**config.mk**
```make
export PLATFORM = sky130hd
export DESIGN_NAME = mod_sub_datapath_flat
export DESIGN_NICKNAME = d
export VERILOG_FILES = /design/src/rtl/mod_sub_datapath_if.sv /design/src/rtl/mod_sub_datapath.sv /design/src/flat_wrapper.sv
export SDC_FILE = /design/constraint.sdc
export NUM_CORES = 1
export LEC_CHECK = 0
export ABC_AREA = 0
export CORE_UTILIZATION = 50
export CTS_CLUSTER_DIAMETER = 200
export DETAILED_ROUTE_END_ITERATION = 8
export GPL_TIMING_DRIVEN = 0
export PLACE_DENSITY = 0.82
export SYNTH_ARGS = -nofsm -noshare
export SYNTH_HDL_FRONTEND = slang
export SYNTH_SLANG_ARGS = --single-unit
```
**constraint.sdc**
```tcl
create_clock -name CLK -period 11.5 [get_ports CLK]
set_input_delay 1.15 -clock CLK [delete_from_list [all_inputs] [get_ports CLK]]
set_output_delay 1.15 -clock CLK [all_outputs]
set_load 0.03 [all_outputs]
```
**src/rtl/mod_sub_datapath_if.sv**
```systemverilog
`default_nettype none
// ============================================================================
// Module   : mod_sub_datapath_if
// Purpose  : Control/status bundle between the mod/div control FSM and its
//            repeated-subtraction datapath.
// Revision : 1.0
// ============================================================================
interface mod_sub_datapath_if #(
  parameter int WIDTH = 32
);
  logic             start;
  logic [WIDTH-1:0] a;
  logic [WIDTH-1:0] b;
  logic             s;
  logic             we;
  logic             x;
  logic [WIDTH-1:0] temp;
  logic [WIDTH-1:0] quotient;
  logic             dbz;

  modport master (
    output start, a, b, s, we,
    input  x, temp, quotient, dbz
  );

  modport slave (
    input  start, a, b, s, we,
    output x, temp, quotient, dbz
  );
endinterface
`default_nettype wire

```
**src/rtl/mod_sub_datapath.sv**
```systemverilog
`default_nettype none
// ============================================================================
// Module   : mod_sub_datapath
// Purpose  : Operand, remainder and quotient registers for the repeated-
//            subtraction modulus/divide unit; sequenced by an external FSM.
// Revision : 1.0
// ============================================================================
module mod_sub_datapath #(
  parameter int WIDTH = 32
) (
  input  wire logic        CLK,
  input  wire logic        reset,
  mod_sub_datapath_if.slave bus
);

  localparam logic [WIDTH-1:0] C_ONE = {{(WIDTH-1){1'b0}}, 1'b1};

  logic [WIDTH-1:0] r_a;
  logic [WIDTH-1:0] r_b;
  logic [WIDTH-1:0] r_t;
  logic [WIDTH-1:0] r_q;
  logic             w_dbz;
  logic             w_lt;

  assign w_dbz = (r_b == '0);
  assign w_lt  = (r_t < r_b);

  // A subtract only fires while it cannot underflow, so the remainder and
  // quotient self-freeze once the FSM has seen x.
  always_ff @(posedge CLK or posedge reset) begin
    if (reset) begin
      r_a <= '0;
      r_b <= '0;
      r_t <= '0;
      r_q <= '0;
    end else begin
      if (bus.start) begin
        r_a <= bus.a;
        r_b <= bus.b;
      end
      if (bus.we) begin
        if (!bus.s) begin
          r_t <= r_a;
          r_q <= '0;
        end else if (!w_dbz && !w_lt) begin
          r_t <= r_t - r_b;
          r_q <= r_q + C_ONE;
        end
      end
    end
  end

  assign bus.x        = w_dbz | w_lt;
  assign bus.dbz      = w_dbz;
  assign bus.temp     = r_t;
  assign bus.quotient = r_q;

endmodule
`default_nettype wire

```
**src/flat_wrapper.sv**
```systemverilog
// flat-port wrapper written by rule: the top's interface ports become plain ports
module mod_sub_datapath_flat 
#(
  parameter int WIDTH = 32
)
  (CLK, reset, bus_start, bus_a, bus_b, bus_s, bus_we, bus_x, bus_temp, bus_quotient, bus_dbz);
  mod_sub_datapath_if #(.WIDTH(WIDTH)) bus_i ();
  input  wire logic CLK;
  input  wire logic reset;
  input wire logic [$bits(bus_i.start)-1:0] bus_start;
  input wire logic [$bits(bus_i.a)-1:0] bus_a;
  input wire logic [$bits(bus_i.b)-1:0] bus_b;
  input wire logic [$bits(bus_i.s)-1:0] bus_s;
  input wire logic [$bits(bus_i.we)-1:0] bus_we;
  output wire logic [$bits(bus_i.x)-1:0] bus_x;
  output wire logic [$bits(bus_i.temp)-1:0] bus_temp;
  output wire logic [$bits(bus_i.quotient)-1:0] bus_quotient;
  output wire logic [$bits(bus_i.dbz)-1:0] bus_dbz;
  assign bus_i.start = bus_start;
  assign bus_i.a = bus_a;
  assign bus_i.b = bus_b;
  assign bus_i.s = bus_s;
  assign bus_i.we = bus_we;
  assign bus_x = bus_i.x;
  assign bus_temp = bus_i.temp;
  assign bus_quotient = bus_i.quotient;
  assign bus_dbz = bus_i.dbz;
  mod_sub_datapath #(.WIDTH(WIDTH)) u_core (.CLK(CLK), .reset(reset), .bus(bus_i));
endmodule
```
* Word level (Yosys, flattened, before mapping)
Cells that the tools add are included.
Operators by class: magnitude comparators 1, equality and inequality tests 1, $add $sub $neg 2, reduce and logical (&&, ||, !) cells 5, bitwise gates (word level) 1, muxes and demuxes 4
Operators by type and width (count):
- 32-bit two-way mux | 4
- 32-bit by 1-bit adder with 32-bit output, second input constant | 1
- 32-bit logical NOT | 1
- 32-bit < comparator | 1
- 32-bit subtractor | 1
- 1-bit logical NOT | 2
- 2-bit by 1-bit inequality test with 1-bit output, second input constant | 1
- 2-bit AND reduction | 1
- 1-bit logical AND | 1
- 1-bit bitwise OR | 1
Word-level totals: bits in registers 128

* Logic depth before layout (Yosys ltp)
Gate-level depths: netlist (run 1).
depth after elaboration 5, mapped depth 15, mapped depth without buffers 13

* Worst setup path after synthesis (run 1)
Ideal clock, no wire load.
kind flip-flop to output port, from register u_core.r_t[0], in the netlist u_core.bus.temp[0], to output bus_x, path slack 8.086 ns, required time 10.350 ns, stages on the path, launching flop included 11, data arrival time 2.264 ns, path through dfrtp_1 -> inv_1 -> ha_1 -> inv_1 -> fa_1 -> a211oi_2 -> o21ai_2 -> o21ai_1 -> o21ba_2 -> o21ai_2 -> o21ai_4
Between the ends: word-level cells in the longest chain between the ends 2
Ends and longest elaborated chain:
- start: declaration | line mod_sub_datapath.sv:20 | logic [WIDTH-1:0] r_t;
- start signal: assignment | line mod_sub_datapath.sv:43 | r_t <= r_a;
- start signal: assignment | line mod_sub_datapath.sv:46 | r_t <= r_t - r_b;
- 32-bit < comparator | line mod_sub_datapath.sv:26 | assign w_lt = (r_t < r_b);
- 1-bit bitwise OR | line mod_sub_datapath.sv:53 | assign bus.x = w_dbz | w_lt;
- end: declaration | line flat_wrapper.sv:15 | output wire logic [$bits(bus_i.x)-1:0] bus_x;
Every way passes these cells.

* Worst setup path after layout (run 1)
Ends and elaborated chain as after synthesis.

==> flow_metrics.env, run 1 <==
export IMPL_status="complete, no violations"
export IMPL_drt_initial_drc_count=628
export IMPL_grt_pass1_wl_um=32700
export IMPL_clock_skew_ns=0.0134
export IMPL_cp_data_required_time_ns=10.35
export IMPL_postCtsSetupBuffers=0
export IMPL_h_tree_depth=4
export IMPL_ys_ff_latch=128
export IMPL_synth_fp_nets=886
export IMPL_synthTopCellsByCount="dfrtp_1, nand2_1, o21ai_0, a21oi_1, nor2_1"
export IMPL_yosys_warnings=0
export IMPL_p_leak_uw=0.00421
export IMPL_startpoint_type="flop"
export IMPL_max_cap_violations=0
export IMPL_relSlewSlack=0.419
export IMPL_cts_root_buf="clkbuf_16"
export IMPL_die_width_um=124
export IMPL_vias_per_cell=5.84
export IMPL_power_density_nw_per_um2=247
export IMPL_hp_class="flop to flop"
export IMPL_synthMostInstantiatedCell="dfrtp_1"
export IMPL_setup_viol=0
export IMPL_power_total_uw=2380
export IMPL_port_buffers=132
export IMPL_fin_crit_ns=4.60
export IMPL_drc=0
export IMPL_grt_max_degree=70
export IMPL_die_area_sq_um=15400
export IMPL_dr_pass1_iters=6
export IMPL_preCtsSetupSlack_ns=7.36
export IMPL_cts_sinks=128
export IMPL_fin_tns_setup_ns=0
export IMPL_vdd_ir_drop_max_v=0.000135
export IMPL_ys_seq_area_frac=0.429
export IMPL_layout_setup_ws_ns=6.90
export IMPL_hold_violations=0
export IMPL_synth_area_leaders="dfrtp_1, ha_1, mux2_2"
export IMPL_postLayoutCellArea_sq_um=9650
export IMPL_placed_area_sq_um=9040
export IMPL_yosysTopAreaCellShare=0.429
export IMPL_grt_ovfl_total=0
export IMPL_synth_main_ff_cell="dfrtp_1"
export IMPL_initial_utilization=0.513
export IMPL_synth_async_sr_flop_share=1.00
export IMPL_antenna_found_initial=0
export IMPL_drt_wl_total_um=20800
export IMPL_max_freq_mhz=218
export IMPL_yosys_area_top_type="dfrtp_1"
export IMPL_syn_inst=783
export IMPL_fin_nets=1038
export IMPL_row_count=44
export IMPL_clk_latency_ns=0.43
export IMPL_nFillCells=1181
export IMPL_hpwl_um=15200
export IMPL_hold_ws_ns=0.509
export IMPL_slew_violations=0
export IMPL_synth_distinct_cells=70
export IMPL_ios=135
export IMPL_antenna_left=0
export IMPL_period_share=0.400
export IMPL_hold_buffers=0
export IMPL_drt_wirelength_per_cell_um=18.4
export IMPL_tritoncts="built"
export IMPL_core_area_sq_um=14500
export IMPL_synth_area_sq_um=7460
export IMPL_finalWeightedCongestion=0.957
export IMPL_cts_resized=0
export IMPL_worst_pin_slew_ns=0.871
export IMPL_cts_made_buffers=17
export IMPL_synth_edff_count=0
export IMPL_die_h_um=124
export IMPL_area_delta_synth_final_pct=29.4
export IMPL_track_usage=0.282
export IMPL_rsz0062_at_grt="no"
export IMPL_avgSynthCellArea_sq_um=9.53
export IMPL_cp_arrival_ns=3.45
export IMPL_path_class="flop to primary output"
export IMPL_crit_path_end_kind="primary output"
export IMPL_drive_gt1_frac=0.109
export IMPL_cts_buffer_depth=2
export IMPL_path_clk_slew_ns=0.06
export IMPL_antenna_cells=0
export IMPL_vias=6601
export IMPL_cp_max_fo=3
export IMPL_grt_pass1_vias=6332
## path summary, 6_finish.rpt
path | cells past startpoint | from | to | slack, ns
setup / recovery | 11 | u_core.bus.temp[0] | bus_x | 6.90
hold / removal | 1 | u_core.r_a[15] | u_core.r_a[15] | 0.51
setup reg to reg | 13 | u_core.bus.temp[0] | u_core.bus.temp[30] | 8.26
hold reg to reg | 1 | u_core.r_a[15] | u_core.r_a[15] | 0.51
max in group asynchronous | 3 | reset | u_core.bus.temp[17] | 9.60
min in group asynchronous | 2 | reset | u_core.bus.quotient[30] | 1.17
## flip-flops by register name, indices dropped and copies added (netlist names)
signal               count
u_core.r_b              32
u_core.bus.quotient     32
u_core.bus.temp         32
u_core.r_a              32
## final cells by class
| cell class | instances | area, sq um | area share |
|---|---|---|---|
| Multi-Input combinational cell | 574 | 3880 | 0.402 |
| Sequential cell | 128 | 3200 | 0.332 |
| Timing Repair Buffer | 133 | 1350 | 0.140 |
| Clock buffer | 22 | 474 | 0.0491 |
| Tap cell | 184 | 230 | 0.0239 |
| Inverter | 50 | 193 | 0.0200 |
| Buffer | 31 | 190 | 0.0197 |
| Clock inverter | 9 | 133 | 0.0137 |
## cell families after synthesis
family	after synthesis	synth area share
simple gates	232	0.148
compound gates	220	0.193
flops	128	0.429
buf+inv	81	0.0507
mux	62	0.0908
fa+ha+maj	34	0.0580
xor+xnor	26	0.0305
## stage by stage
| stage | utilization | std cells |
|---|---|---|
| global placement | 0.620 | 1099 |
| detailed placement | 0.622 | 1100 |
| CTS | 0.664 | 1131 |
| floorplan | - | 783 |
| global route | 0.664 | 1131 |
| finish | 0.664 | 1131 |
## layer usage
layer	share of wire	up-vias	global-route usage
met5	0	-	0
met4	0.026	0	0.116
met3	0.070	41	0.0609
met2	0.47	275	0.443
met1	0.44	3167	0.377
li1	-	3118	-
## worst max-delay path, cell delays in order (launching register included)
cell and delay [ns]:
dfrtp_1 0.40, inv_1 0.07, ha_1 0.15, inv_1 0.05
fa_1 0.43, a211oi_2 0.24, o21ai_2 0.12, o21ai_1 0.24
o21ba_2 0.23, o21ai_2 0.12, o21ai_4 0.24, clkdlybuf4s50_1 0.71
## cell usage in the layout (no fill, tap or decap), types with 6 or more instances in the layout
cell type | Yosys | routed
or3_1 | 8 | 8
a22o_1 | 6 | 6
o31ai_1 | 11 | 11
o21ai_1 | 12 | 12
a21o_1 | 19 | 19
xnor2_1 | 13 | 13
ha_1 | 33 | 33
mux2i_1 | 26 | 26
o21ai_0 | 59 | 59
clkbuf_16 | 0 | 17
nand4_1 | 8 | 8
nand3_1 | 23 | 23
and2_1 | 7 | 7
mux2_2 | 33 | 33
nor2_1 | 52 | 52
inv_1 | 50 | 49
and3_1 | 12 | 12
nor4_1 | 14 | 14
clkbuf_1 | 13 | 15
nor3_1 | 13 | 13
nand2_1 | 77 | 77
buf_6 | 9 | 9
a21oi_1 | 56 | 56
dfrtp_1 | 128 | 128
clkdlybuf4s50_1 | 0 | 132
xor2_1 | 13 | 13
## power by group
group | internal, uW | switching [uW]
sequential | 545 | 101
clock | 357 | 200
combinational | 514 | 668
(Power assumes the default switching activity.)
==> run 2: changes to the inputs <==
--- a/config.mk
+++ b/config.mk
@@ -6,7 +6,7 @@
 export NUM_CORES = 1
 export LEC_CHECK = 0
 export ABC_AREA = 0
-export CORE_UTILIZATION = 50
+export CORE_UTILIZATION = 48
 export CTS_CLUSTER_DIAMETER = 200
 export DETAILED_ROUTE_END_ITERATION = 8
 export GPL_TIMING_DRIVEN = 0
==> constraint.sdc (replaced) <==
create_clock -name CLK -period 4.02 [get_ports CLK]
set_input_delay 0.402 -clock CLK [delete_from_list [all_inputs] [get_ports CLK]]
set_output_delay 0.402 -clock CLK [all_outputs]
set_load 0.03 [all_outputs]
==> run 2 against run 1 <==
  * Flip-flop and latch count unchanged
  * First-iteration DRC count shrank 1.3%
  * Global-route usage down 1.3 points
  * Hold slack got worse by 0.12 ns
  * Final area up 0.29%
  * Critical path type unchanged
  * Critical endpoint unchanged
==> flow_metrics.env, run 2 (synthesized netlist as in run 1, its figures left out) <==
export IMPL_status="complete, no violations"
export IMPL_area_delta_synth_final_pct=29.7
export IMPL_crit_path_end_kind="primary output"
export IMPL_cts_root_buf="clkbuf_16"
export IMPL_startpoint_type="flop"
export IMPL_layout_common_cells="clkdlybuf4s50_1, dfrtp_1, nand2_1"
export IMPL_drt_wirelength_per_cell_um=18.3
export IMPL_power_density_nw_per_um2=710
export IMPL_clock_skew_ns=0.0103
export IMPL_p_leak_uw=0.00421
export IMPL_max_freq_mhz=288
export IMPL_dr_pass1_iters=5
export IMPL_tritoncts="built"
export IMPL_die_area_sq_um=16000
export IMPL_layout_commonest_cell="clkdlybuf4s50_1"
export IMPL_p_sw_uw=2770
export IMPL_die_h_um=127
export IMPL_core_area_sq_um=15200
export IMPL_drt_initial_drc_count=620
export IMPL_worst_pin_slew_ns=0.854
export IMPL_vdd_ir_drop_max_v=0.000445
export IMPL_track_usage=0.269
export IMPL_slew_violations=0
export IMPL_antenna_found_initial=1
export IMPL_initial_utilization=0.491
export IMPL_path_class="flop to primary output"
export IMPL_h_tree_depth=4
export IMPL_cts_made_buffers=17
export IMPL_vias=6654
export IMPL_cp_arrival_ns=3.07
export IMPL_final_core_util=0.637
export IMPL_relSlewSlack=0.431
export IMPL_row_count=45
export IMPL_cp_max_fo=3
export IMPL_grt_pass1_wl_um=33400
export IMPL_combPwrFrac=0.493
export IMPL_port_buffers=132
export IMPL_fin_crit_ns=3.47
export IMPL_sw_frac_of_total=0.403
export IMPL_path_clk_slew_ns=0.06
export IMPL_antenna_left=0
export IMPL_rsz0062_at_grt="no"
export IMPL_period_share=0.863
export IMPL_clk_latency_ns=0.42
export IMPL_cp_data_required_time_ns=3.62
export IMPL_max_cap_violations=0
export IMPL_fin_nets=1038
export IMPL_hpwl_um=15300
export IMPL_vias_per_cell=5.85
export IMPL_finalWeightedCongestion=0.933
export IMPL_seqPwrFrac=0.268
export IMPL_clockPowerShare=0.239
export IMPL_drt_wl_total_um=20800
export IMPL_die_width_um=127
export IMPL_grt_ovfl_total=0
export IMPL_grt_pass1_vias=6469
export IMPL_hp_class="primary input to flop"
export IMPL_grt_max_degree=74
export IMPL_drc=0
export IMPL_drive_gt1_frac=0.108
export IMPL_hold_violations=0
export IMPL_power_total_uw=6870
export IMPL_cts_sinks=128
export IMPL_cts_buffer_depth=2
export IMPL_ios=135
export IMPL_intPower_uw=4100
export IMPL_setup_viol=0
-- run 2: worst paths after layout --
check / slack (ns) / start / to / cells past startpoint
max: 0.55 / u_core.bus.temp[0] / bus_x / 11
min: 0.39 / bus_start / u_core.r_b[25] / 2
max reg2reg: 0.76 / u_core.bus.temp[0] / u_core.bus.temp[30] / 13
min reg2reg: 0.51 / u_core.r_a[1] / u_core.r_a[1] / 1
max in group asynchronous: 2.87 / reset / u_core.r_a[20] / 3
min in group asynchronous: 0.41 / reset / u_core.bus.quotient[26] / 2
-- run 2: area by class of cell --
cell class	count	area, sq um
repair buffers	133	1350
fillers	1242	5530
flip-flops and latches	128	3200
diodes	1	2.50
clock buffers	23	468
inverters	50	193
well taps	188	235
plain buffers	31	190
clock inverters	9	156
multi-input cells	574	3880
-- run 2: stage by stage --
step	setup TNS (ns)	hold WS [ns]	setup WS (ns)	instance area [sq um]	instances
finish	0	0.389	0.551	9680	1137
global route	0	0.390	0.334	9680	1137
CTS	0	0.367	0.147	9670	1136
detailed placement	0	0.496	0.608	9050	1104
global placement	-205.29	0.484	-1.61	9010	1103
floorplan	0	0.473	0.205	7460	783
-- run 2: power groups by stage --
stage / Clock (uW) / Combinational (uW) / Sequential, uW
finish: 1640 / 3380 / 1840
global route: 1730 / 3680 / 1870
CTS: 1660 / 3360 / 1840
detailed placement: 0 / 3330 / 1860
global placement: 0 / 3270 / 1850
floorplan: 0 / 1970 / 2180
-- run 2: metal layers --
metal  part of all wire  up-vias  GRT usage  wire length [um]
li1                   -     3131          -                 -
met3              0.064       46     0.0582              1330
met4              0.027        0      0.109               566
met2               0.46      259      0.428              9630
met1               0.45     3218      0.360              9320
met5                  0        -          0                 0
-- run 2: timing repair --
item                                    4_1_cts  5_1_grt
hold buffers                                  0        0
endpoints found under the setup margin        0        1
gates resized for setup                       0        1
buffers inserted                              0        0
-- run 2: worst max-delay path: stages, from the launching register on --
cell	delay, ns
dfrtp_1	0.40
inv_1	0.07
ha_1	0.17
inv_1	0.06
fa_1	0.44
a211oi_2	0.24
o21ai_2	0.12
o21ai_1	0.23
o21ba_2	0.25
o21ai_2	0.11
o21ai_4	0.24
dlymetal6s2s_1	0.32
